File: config.mk
export PLATFORM = sky130hd
export DESIGN_NAME = alu_arbiter
export DESIGN_NICKNAME = d
export VERILOG_FILES = /design/src/rtl/alu_arbiter.sv
export SDC_FILE = /design/constraint.sdc
export NUM_CORES = 1
export LEC_CHECK = 0
export CAP_MARGIN = 15
export CORE_UTILIZATION = 33
export DETAILED_ROUTE_END_ITERATION = 10
export PLACE_DENSITY = 0.76
export SYNTH_ARGS = -nofsm -noshare
export SYNTH_HDL_FRONTEND = slang
export SYNTH_SLANG_ARGS = --single-unit
File: constraint.sdc
create_clock -name clk_i -period 4.3 [get_ports clk_i]
set_input_delay 0.645 -clock clk_i [delete_from_list [all_inputs] [get_ports clk_i]]
set_output_delay 0.645 -clock clk_i [all_outputs]
set_load 0.05 [all_outputs]
File: src/rtl/alu_arbiter.sv
// Shares one combinational 32-bit ALU between two valid/ready requesters (round-robin or fixed priority).
// Latency: op accepted at edge k drives the ALU in cycle k+1; result buffered and visible after edge k+1.
// Backpressure: one op outstanding per requester; its ready stays low while its op or unread result is held.
module alu_arbiter #(
    parameter int DATA_W     = 32,
    parameter bit PRIO_FIXED = 1'b0
) (
    input  logic              clk_i,
    input  logic              reset_i,

    input  logic              r0_valid_i,
    output logic              r0_ready_o,
    input  logic [DATA_W-1:0] r0_src1_i,
    input  logic [DATA_W-1:0] r0_src2_i,
    input  logic [3:0]        r0_func1_i,
    input  logic [1:0]        r0_func2_i,
    output logic              r0_rvalid_o,
    output logic [DATA_W-1:0] r0_result_o,
    input  logic              r0_rready_i,

    input  logic              r1_valid_i,
    output logic              r1_ready_o,
    input  logic [DATA_W-1:0] r1_src1_i,
    input  logic [DATA_W-1:0] r1_src2_i,
    input  logic [3:0]        r1_func1_i,
    input  logic [1:0]        r1_func2_i,
    output logic              r1_rvalid_o,
    output logic [DATA_W-1:0] r1_result_o,
    input  logic              r1_rready_i,

    output logic [DATA_W-1:0] alu_src1_o,
    output logic [DATA_W-1:0] alu_src2_o,
    output logic [3:0]        alu_func1_o,
    output logic [1:0]        alu_func2_o,
    input  logic [DATA_W-1:0] alu_out_i
);

    localparam logic [3:0] FUNC1_IDLE = 4'b1111;

    logic              stage_v_q, stage_v_d;
    logic              stage_id_q, stage_id_d;
    logic [DATA_W-1:0] stage_src1_q, stage_src1_d;
    logic [DATA_W-1:0] stage_src2_q, stage_src2_d;
    logic [3:0]        stage_func1_q, stage_func1_d;
    logic [1:0]        stage_func2_q, stage_func2_d;
    logic [1:0]        rbuf_v_q, rbuf_v_d;
    logic [DATA_W-1:0] rbuf0_dat_q, rbuf0_dat_d;
    logic [DATA_W-1:0] rbuf1_dat_q, rbuf1_dat_d;
    logic              last_grant_q, last_grant_d;

    logic busy0, busy1, elig0, elig1, grant0, grant1;

    // A requester is busy while its op sits in the stage or its result waits unread.
    always_comb begin
        busy0  = (stage_v_q && !stage_id_q) || (rbuf_v_q[0] && !r0_rready_i);
        busy1  = (stage_v_q && stage_id_q)  || (rbuf_v_q[1] && !r1_rready_i);
        elig0  = r0_valid_i && !busy0;
        elig1  = r1_valid_i && !busy1;
        grant0 = elig0;
        grant1 = elig1;
        if (elig0 && elig1) begin
            if (PRIO_FIXED || last_grant_q) begin
                grant0 = 1'b1;
                grant1 = 1'b0;
            end else begin
                grant0 = 1'b0;
                grant1 = 1'b1;
            end
        end
    end

    always_comb begin
        stage_v_d     = grant0 || grant1;
        stage_id_d    = stage_id_q;
        stage_src1_d  = '0;
        stage_src2_d  = '0;
        stage_func1_d = FUNC1_IDLE;
        stage_func2_d = 2'b00;
        last_grant_d  = last_grant_q;
        if (grant0) begin
            stage_id_d    = 1'b0;
            stage_src1_d  = r0_src1_i;
            stage_src2_d  = r0_src2_i;
            stage_func1_d = r0_func1_i;
            stage_func2_d = r0_func2_i;
            last_grant_d  = 1'b0;
        end else if (grant1) begin
            stage_id_d    = 1'b1;
            stage_src1_d  = r1_src1_i;
            stage_src2_d  = r1_src2_i;
            stage_func1_d = r1_func1_i;
            stage_func2_d = r1_func2_i;
            last_grant_d  = 1'b1;
        end
    end

    // Load and drain never coincide for one buffer, so load simply takes precedence.
    always_comb begin
        rbuf_v_d    = rbuf_v_q;
        rbuf0_dat_d = rbuf0_dat_q;
        rbuf1_dat_d = rbuf1_dat_q;
        if (rbuf_v_q[0] && r0_rready_i) rbuf_v_d[0] = 1'b0;
        if (rbuf_v_q[1] && r1_rready_i) rbuf_v_d[1] = 1'b0;
        if (stage_v_q && !stage_id_q) begin
            rbuf_v_d[0] = 1'b1;
            rbuf0_dat_d = alu_out_i;
        end
        if (stage_v_q && stage_id_q) begin
            rbuf_v_d[1] = 1'b1;
            rbuf1_dat_d = alu_out_i;
        end
    end

    always_ff @(posedge clk_i or posedge reset_i) begin
        if (reset_i) begin
            stage_v_q     <= 1'b0;
            stage_id_q    <= 1'b0;
            stage_src1_q  <= '0;
            stage_src2_q  <= '0;
            stage_func1_q <= FUNC1_IDLE;
            stage_func2_q <= 2'b00;
            rbuf_v_q      <= 2'b00;
            rbuf0_dat_q   <= '0;
            rbuf1_dat_q   <= '0;
            last_grant_q  <= 1'b1;
        end else begin
            stage_v_q     <= stage_v_d;
            stage_id_q    <= stage_id_d;
            stage_src1_q  <= stage_src1_d;
            stage_src2_q  <= stage_src2_d;
            stage_func1_q <= stage_func1_d;
            stage_func2_q <= stage_func2_d;
            rbuf_v_q      <= rbuf_v_d;
            rbuf0_dat_q   <= rbuf0_dat_d;
            rbuf1_dat_q   <= rbuf1_dat_d;
            last_grant_q  <= last_grant_d;
        end
    end

    assign r0_ready_o  = grant0;
    assign r1_ready_o  = grant1;
    assign r0_rvalid_o = rbuf_v_q[0];
    assign r1_rvalid_o = rbuf_v_q[1];
    assign r0_result_o = rbuf0_dat_q;
    assign r1_result_o = rbuf1_dat_q;
    assign alu_src1_o  = stage_src1_q;
    assign alu_src2_o  = stage_src2_q;
    assign alu_func1_o = stage_func1_q;
    assign alu_func2_o = stage_func2_q;

endmodule

==> impl_results.md <==
* Outcome: finished clean
* Fill cell count at 1218
* Library cells used by synthesis at 20
* Fin Hold WS at 0.476 ns
* # clock sinks at 139
* Inst Count DP at 938
* H-tree levels at 4
* Largest net degree at the start of global routing at 75
* Die width at 126 um
* Hold Path Class: flip-flop to flip-flop
* Initial Utilization at 33.7%
* Sw Pwr at 3.66 mW
* Routed len/inst at 17.8 um
* Clk slew on worst S/H paths at 0.05 ns
* Data arrival time of the critical path at 2.07 ns
* Post-CTS Repair Setup Buffers at 0
* Post-DP HPWL at 12700 um
* CP max stage cell: clkdlybuf4s50_1
* Final cell count without fillers at 972
* Yosys top cell by area: dfrtp_1
* Worst relative slew slack at 33.7%
* GP Congestion at 0.813
* Final setup violation count at 0
* Measured slew at the worst slew-check pin at 0.992 ns
* DR vias/cell at 4.80
* Synth area leaders: dfrtp_1 66%, nand2_1 15%, a22o_1 11%
* Syn_area_per_cell at 11.2 um2
* Post-route cell area at 9020 um2
* Drt initial violations at 179
* Total CTS buffers at 17
* Num rows at 45
* Antenna violations before repair at 1
* Setup crit start kind: primary input
* Max FO, Critical Path at 5
* Drt total wl at 17300 um
* Pleak at 4.15 nW
* Peak supply drop at 0.000521 V
* Sequential-to-total area share from yosys stat at 68.2%
* Grt ovf at 0
* Worst-path cell chain: clkdlybuf4s50_1, nand2b_1, nand2_1, or3_4, inv_2, buf_12
* Vias at 4664
* Syn Std Cell Area at 5110 um2
* Internal at 4.14 mW
* I/O Buffers at 315
* Vias in the first global route at 4945
* DRT Pass-1 Iters at 4
* Switching share of power at 46.9%
* Worst clock skew at 0.00990 ns
* Core Region at 15100 um2
* Clock Power Share at 18.0%
* Slew Limit Fails at 0
* Final net count at 947
* Max-Cap Viols at 0
* Layout cells sized above 1 at 6.14%
* Tcrit/Tclk final at 63.1%
* Clock root cell: clkbuf_16
* Die height at 126 um
* PD cells at 866 nW/um2
* Crit path time final at 2.71 ns
* RSZ-0062 raised after global routing: no
* Synth Register Bits at 139
* Worst path required time at 3.65 ns
* Global-route wire length before repair at 26300 um
* Crit path largest cell delay at 0.45 ns
* Die area at 16000 um2
* Hold-fix buffers at CTS at 0
* Global Route Usage Sum at 21.9%
* Gate power share at 54.8%
* Clock buffer depth at 2
* Ports at 316
* CP Capture Type: output port
* Layout area overhead at 76.5%
* Antenna Nets Post-Route at 0
* Placed Area at 8450 um2
* Yosys warns at 0
* Top-area cell type share of the netlist area at 65.6%
* Clock latency at the later pin of the worst-skew pair at 0.41 ns
* Crit Path Category: primary input to output port
* Final Hold Vio Count at 0
* Post-Syn Instances at 455
* Remaining DRCs at 0
* Post-Route Setup TNS at 0 ns
* Seq pwr share at 27.2%
* Post_cts resized at 0
* Fmax at 368 MHz
* Syn Nets at 633
* CTS tree: built
[cell type report]
cell class / instances / area, um2 / share of cell area, %
tap: 188 / 235 / 2.61
inverter: 3 / 15.0 / 0.166
multi-input combinational: 284 / 1460 / 16.2
clock buffer: 24 / 472 / 5.23
sequential: 139 / 3480 / 38.6
timing repair buffer: 324 / 3250 / 36.1
clock inverter: 8 / 95.1 / 1.05
antenna: 2 / 5.00 / 0.0555
[power by group through the flow]
| stage | logic (mW) | clock network [mW] | registers [mW] |
|---|---|---|---|
| after floorplan | 0.909 | 0 | 3.95 |
| final | 4.28 | 1.40 | 2.12 |
| after global routing | 4.48 | 1.49 | 2.18 |
| after CTS | 4.31 | 1.43 | 2.12 |
| after detailed placement | 4.30 | 0 | 2.13 |
| after global placement | 4.23 | 0 | 2.12 |
[path summary, 6_finish.rpt]
path                                      start              end  slack [ns]  cells past startpoint
max in group asynchronous               reset_i   alu_func1_o[0]        2.56                      3
worst max-delay path                r0_rready_i       r0_ready_o        1.59                      6
worst max register to register       stage_id_q   alu_src1_o[19]        1.92                      7
min in group asynchronous               reset_i   r1_result_o[5]        0.80                      2
worst min register to register  r1_result_o[29]  r1_result_o[29]        0.48                      2
worst min-delay path            r1_result_o[29]  r1_result_o[29]        0.48                      2
[synthesized netlist by cell type]
cell type and n:
buf_4 2, buf_6 4, nand2b_1 5, o22a_1 4, or3_4 1, clkbuf_1 15
inv_2 2, a22o_1 66, nor3b_1 1, a21oi_1 2, nor2b_1 1, o22ai_1 1
nand4_1 2, inv_1 1, dfrtp_1 134, dfstp_2 5, o21ai_0 2, and2_1 1
buf_2 8, nand2_1 198
[cells in the final DEF (no fill, tap or decap)]
cell,n
a21oi_1,2
a22o_1,66
and2_1,1
buf_12,3
buf_4,8
bufinv_16,2
clkbuf_1,5
clkbuf_16,17
clkbuf_8,2
clkdlybuf4s50_1,313
clkinv_2,4
clkinvlp_4,3
dfrtp_1,134
dfstp_2,5
diode_2,2
inv_2,2
nand2_1,198
nand2b_1,5
nand4_1,2
nor2b_2,1
nor3b_1,1
o21ai_0,2
o22a_1,4
o22ai_1,1
or3_4,1
[routing by layer]
metal  up-vias  track usage, %  wire, um
li1       2138               -         -
met3        37            7.93      1340
met1      2291            24.2      6710
met5         -               0         0
met4         0            11.8       568
met2       198            37.0      8710
[worst max-delay path, delay by kind of cell]
| family | cells | cell delay [ns] |
|---|---|---|
| buffers and inverters | 3 | 0.69 |
| AND/OR/NAND/NOR | 3 | 0.72 |
[stage by stage]
step                setup slack [ns]  utilization, %  power [mW]
detailed placement              1.46            55.8        6.43
finish                          1.59            59.6        7.81
global placement                1.52            55.8        6.35
global route                    1.47            59.5        8.15
CTS                             1.57            59.5        7.87
floorplan                       1.92               -        4.86
[flip-flops by register name, summed over array words and instances, names as in the netlist]
register      count
r1_result_o      32
alu_func1_o       4
r0_result_o      32
stage_v_q         1
rbuf_v_q          2
last_grant_q      1
alu_src2_o       32
alu_src1_o       32
stage_id_q        1
alu_func2_o       2
[kinds of logic (layout without fill, tap and decap cells)]
kind of cell	count (synthesis)	after routing	synth area share, %
AO/OA/AOI/OAI	75	75	12.5
buffers and inverters	32	359	3.28
flip-flops	139	139	68.2
other	0	2	0
AND/OR/NAND/NOR	209	209	16.0
Power figures use the tool's default switching activity.
